--- config.mk ---
export PLATFORM = sky130hd
export DESIGN_NAME = mem_port_arbiter
export DESIGN_NICKNAME = d
export VERILOG_FILES = /design/src/rtl/mem_port_arbiter.sv
export SDC_FILE = /design/constraint.sdc
export NUM_CORES = 1
export LEC_CHECK = 0
export CAP_MARGIN = 0
export CORE_AREA = 2 2 61 63
export DETAILED_ROUTE_END_ITERATION = 10
export DIE_AREA = 0 0 63 65
export GPL_TIMING_DRIVEN = 0
export HOLD_SLACK_MARGIN = 0.1
export PLACE_DENSITY = 0.81
export SYNTH_ARGS = -nofsm -noshare
export SYNTH_HDL_FRONTEND = slang
export SYNTH_SLANG_ARGS = --single-unit
--- constraint.sdc ---
create_clock -name clk -period 2.1 [get_ports clk]
set_input_delay 0.42 -clock clk [delete_from_list [all_inputs] [get_ports clk]]
set_output_delay 0.42 -clock clk [all_outputs]
set_load 0.02 [all_outputs]
--- src/rtl/mem_port_arbiter.sv ---
// Single-port RAM arbiter: CPU load/store/fetch vs video read-only fetch.
// Define ARB_ROUND_ROBIN_EN for strict alternation on ties instead of CPU priority.
module mem_port_arbiter #(
    parameter int ADDR_W     = 10,
    parameter int DATA_W     = 16,
    parameter int STARVE_MAX = 4
) (
    input  logic              clk,
    input  logic              rst,
    input  logic              cpu_req,
    input  logic              cpu_we,
    input  logic [ADDR_W-1:0] cpu_addr,
    input  logic [DATA_W-1:0] cpu_wdata,
    output logic              cpu_gnt,
    output logic              cpu_rvalid,
    output logic [DATA_W-1:0] cpu_rdata,
    input  logic              vid_req,
    input  logic [ADDR_W-1:0] vid_addr,
    output logic              vid_gnt,
    output logic              vid_rvalid,
    output logic [DATA_W-1:0] vid_rdata,
    output logic [ADDR_W-1:0] mem_addr,
    output logic              mem_we,
    output logic [DATA_W-1:0] mem_wdata,
    input  logic [DATA_W-1:0] mem_q
);

    typedef enum logic [1:0] {
        OWN_NONE = 2'd0,
        OWN_CPU  = 2'd1,
        OWN_VID  = 2'd2
    } ownerT;

    localparam logic [3:0] STARVE_LIM = 4'(STARVE_MAX);

    logic [3:0] starveCnt;
    logic [3:0] starveCntNext;
    ownerT      rdOwner;
    ownerT      rdOwnerNext;
    logic       vidFirst;

`ifdef ARB_ROUND_ROBIN_EN
    ownerT      lastOwner;
    ownerT      lastOwnerNext;
`endif

    // Tie-break: which requester wins when both ask in the same cycle
    always_comb begin
`ifdef ARB_ROUND_ROBIN_EN
        vidFirst = (lastOwner == OWN_CPU);
`else
        vidFirst = (starveCnt == STARVE_LIM);
`endif
    end

    always_comb begin
        cpu_gnt = 1'b0;
        vid_gnt = 1'b0;
        unique case (1'b1)
            (cpu_req && !vid_req): cpu_gnt = 1'b1;
            (vid_req && !cpu_req): vid_gnt = 1'b1;
            (cpu_req && vid_req): begin
                cpu_gnt = !vidFirst;
                vid_gnt = vidFirst;
            end
            default: ;
        endcase
    end

    always_comb begin
        mem_addr  = vid_gnt ? vid_addr : cpu_addr;
        mem_we    = cpu_gnt & cpu_we;
        mem_wdata = cpu_wdata;
    end

    always_comb begin
        starveCntNext = 4'd0;
        if (vid_req && !vid_gnt) begin
            if (starveCnt == STARVE_LIM) begin
                starveCntNext = starveCnt;
            end else begin
                starveCntNext = starveCnt + 4'd1;
            end
        end
    end

    // Writes return nothing, so only read grants claim the return slot
    always_comb begin
        rdOwnerNext = OWN_NONE;
        unique case (1'b1)
            (cpu_gnt && !cpu_we): rdOwnerNext = OWN_CPU;
            vid_gnt:              rdOwnerNext = OWN_VID;
            default:              rdOwnerNext = OWN_NONE;
        endcase
    end

    always_ff @(posedge clk or negedge rst) begin
        if (!rst) begin
            starveCnt <= 4'd0;
            rdOwner   <= OWN_NONE;
        end else begin
            starveCnt <= starveCntNext;
            rdOwner   <= rdOwnerNext;
        end
    end

`ifdef ARB_ROUND_ROBIN_EN
    always_comb begin
        lastOwnerNext = lastOwner;
        unique case (1'b1)
            cpu_gnt: lastOwnerNext = OWN_CPU;
            vid_gnt: lastOwnerNext = OWN_VID;
            default: lastOwnerNext = lastOwner;
        endcase
    end

    always_ff @(posedge clk or negedge rst) begin
        if (!rst) begin
            lastOwner <= OWN_VID;
        end else begin
            lastOwner <= lastOwnerNext;
        end
    end
`endif

    assign cpu_rvalid = (rdOwner == OWN_CPU);
    assign vid_rvalid = (rdOwner == OWN_VID);
    assign cpu_rdata  = mem_q;
    assign vid_rdata  = mem_q;

endmodule

==> out/qor.csv <==
metric,value,unit
dpl.hpwl,1897,µm
drc_errors,0,
yosys_warnings,0,
status,finished with violations,
path_class,register to primary output,
grt_pass1_wl,3657,µm
clock_path_buffers,2,
leakage,0.8827,nW
fp.dieArea,0.004095,mm²
vdd_ir_drop_max,0.2517,mV
mostFrequentLayoutCell,clkdlybuf4s50_1,
clock_skew,0.01085,ns
finalHoldViolations,0,
crit_path_start_kind,register,
slowest_delay,0.37,ns
antenna_cells,0,
holdWs,0.4027,ns
grt_max_degree,7,
io_pins,120,
maxCapViolations,0,
final_cell_mix,"clkdlybuf4s50_1 (74), buf_4 (55), buf_6 (13)",
areaGrowthSynthToFinish,140.6,%
gr-usage-all-layers,11.27,%
fill_cells,309,
max-slew-margin-rel,81.91,%
drtIter0Drc,0,
hold_path.class,primary input to asynchronous set/reset pin,
h-tree-depth,1,
wire_per_inst,10.50,µm
fin_ws,-0.1918,ns
seq_area_frac_synth,19.48,%
ant_nets,0,
syn_nets,146,
final_util,53.04,%
finalNetCount,247,
end_kind,primary output,
rows,22,
multi_input_area,274.0,µm²
power_density,343.4,mW/mm²
ys_types,16,
worstPathRequired,1.68,ns
first_pass_iters,1,
via_per_inst,3.825,
slew_violations,0,
syn_area,770.7,µm²
grt-ovfl-total,0,
clk_latency,0.25,ns
worstMarginPinSlew,0.2705,ns
coreArea,0.003496,mm²
gp_congestion,0.7461,
drive_above_1_share,45.16,%
crit_arrival,1.87,ns
path_clk_slew,0.05,ns
wl,2456,µm
port_buffers,87,
crit_fanout,6,
finalCriticalPeriod,2.292,ns
die_h,65,µm
post-place-ws,-0.5239,ns
regArea,150.1,µm²
grt_pass1_vias,826,
violations,negative setup slack,
syn_avg_cell_area,8.859,µm²
fmax,0.4363,GHz
die_w,63,µm
period_share,109.1,%
antenna_found_initial,0,
initial_utilization,22.05,%
rsz0062_at_grt,true,
cts_tree,done,
vias,895,
synthesis.instances,87,
cts_made_buffers,3,
crit_chain,inv_1 -> ha_2 -> nand3b_1 -> a21boi_2 -> buf_4 -> buf_8 -> mux2_4 -> buf_6,
setup_viol,10,
cts.sink_count,6,
synth-seq-cells,6,
slowest_stage,dfrtp_1,
clockRootBuffer,clkbuf_4,
## worst max-delay path: cells and delay by family (launching register included)
kind | cells | cell delay, ns
compound gates | 1 | 0.17
fa+ha+maj | 1 | 0.18
buf+inv | 4 | 0.47
flops | 1 | 0.37
mux | 1 | 0.31
simple gates | 1 | 0.12
## synthesized netlist by cell type, drive strengths merged
cell	number	area share [%]
nand3	2	1.3
a21boi	1	1.5
inv	4	1.9
mux2	10	15
nand2	1	0.49
nor2	5	2.4
buf	49	48
nand4b	1	1.1
nand3b	1	0.97
dfrtp	6	19
and3	1	0.81
nor2b	2	1.6
xnor2	1	1.1
xor2	1	1.1
ha	2	3.2
## metrics by stage
| step | area [µm²] | power (mW) | TNS (ns) | instances |
|---|---|---|---|---|
| finish | 1854 | 0.6367 | -1.708 | 234 |
| global route | 1854 | 0.6672 | -2.756 | 234 |
| CTS | 1829 | 0.6331 | -1.370 | 232 |
| detailed placement | 1702 | 0.4961 | -5.403 | 222 |
| global placement | 1702 | 0.4918 | -5.157 | 222 |
| floorplan | 770.7 | 0.3165 | 0 | 87 |
## worst paths after layout
| check | from | endpoint | slack [ns] | cells after the start |
|---|---|---|---|---|
| setup / recovery | starveCnt[0]$_DFFE_PN0P_ | mem_addr[7] | -0.19 | 8 |
| hold / removal | rst | starveCnt[1]$_DFFE_PN0P_ | 0.40 | 1 |
| setup reg to reg | starveCnt[0]$_DFFE_PN0P_ | rdOwner[1]$_DFF_PN0_ | 0.76 | 7 |
| hold reg to reg | starveCnt[3]$_DFFE_PN0P_ | starveCnt[3]$_DFFE_PN0P_ | 0.56 | 2 |
| max in group asynchronous | rst | rdOwner[1]$_DFF_PN0_ | 1.47 | 1 |
| min in group clk | starveCnt[3]$_DFFE_PN0P_ | starveCnt[3]$_DFFE_PN0P_ | 0.56 | 2 |
## area by class of cell
| type | count | share of cell area, % |
|---|---|---|
| inverter | 4 | 0.8097 |
| multi-input combinational | 28 | 14.78 |
| buffer | 49 | 20.24 |
| timing repair buffer | 96 | 51.62 |
| sequential | 6 | 8.097 |
| clock buffer | 3 | 1.215 |
| tap | 48 | 3.239 |
## power breakdown
part | internal, mW | leakage, nW | switching (mW)
logic | 0.249 | 0.788 | 0.157
registers | 0.120 | 0.0806 | 0.00163
clock network | 0.0648 | 0.0138 | 0.0448
total | 0.434 | 0.883 | 0.203
## registers in the layout, indices dropped and copies added (netlist names)
| register | flops |
|---|---|
| starveCnt | 4 |
| rdOwner | 2 |
## kinds of logic after synthesis
group           share of synthesized area, %
buf+inv                                50.16
fa+ha+maj                              3.246
compound gates                         1.461
mux                                    14.61
xor+xnor                               2.273
flops                                  19.48
simple gates                           8.767
## what timing repair did
action	in CTS	in global routing
gates cloned	1	0
endpoints found under the setup margin	13	11
gates resized for setup	80	3
pin swaps	2	2
setup buffers	6	3
hold buffers	0	0
## metal layers
metal	global-route usage, %	routed length [µm]	share of wire (%)	vias to the layer above
met5	0	0	0	-
met2	20.74	1194	49	77
met1	11.40	882	36	389
li1	-	-	-	425
met3	4.514	353	14	4
met4	4.167	26	1.1	0
No activity file was read; power rests on OpenSTA's default activity.
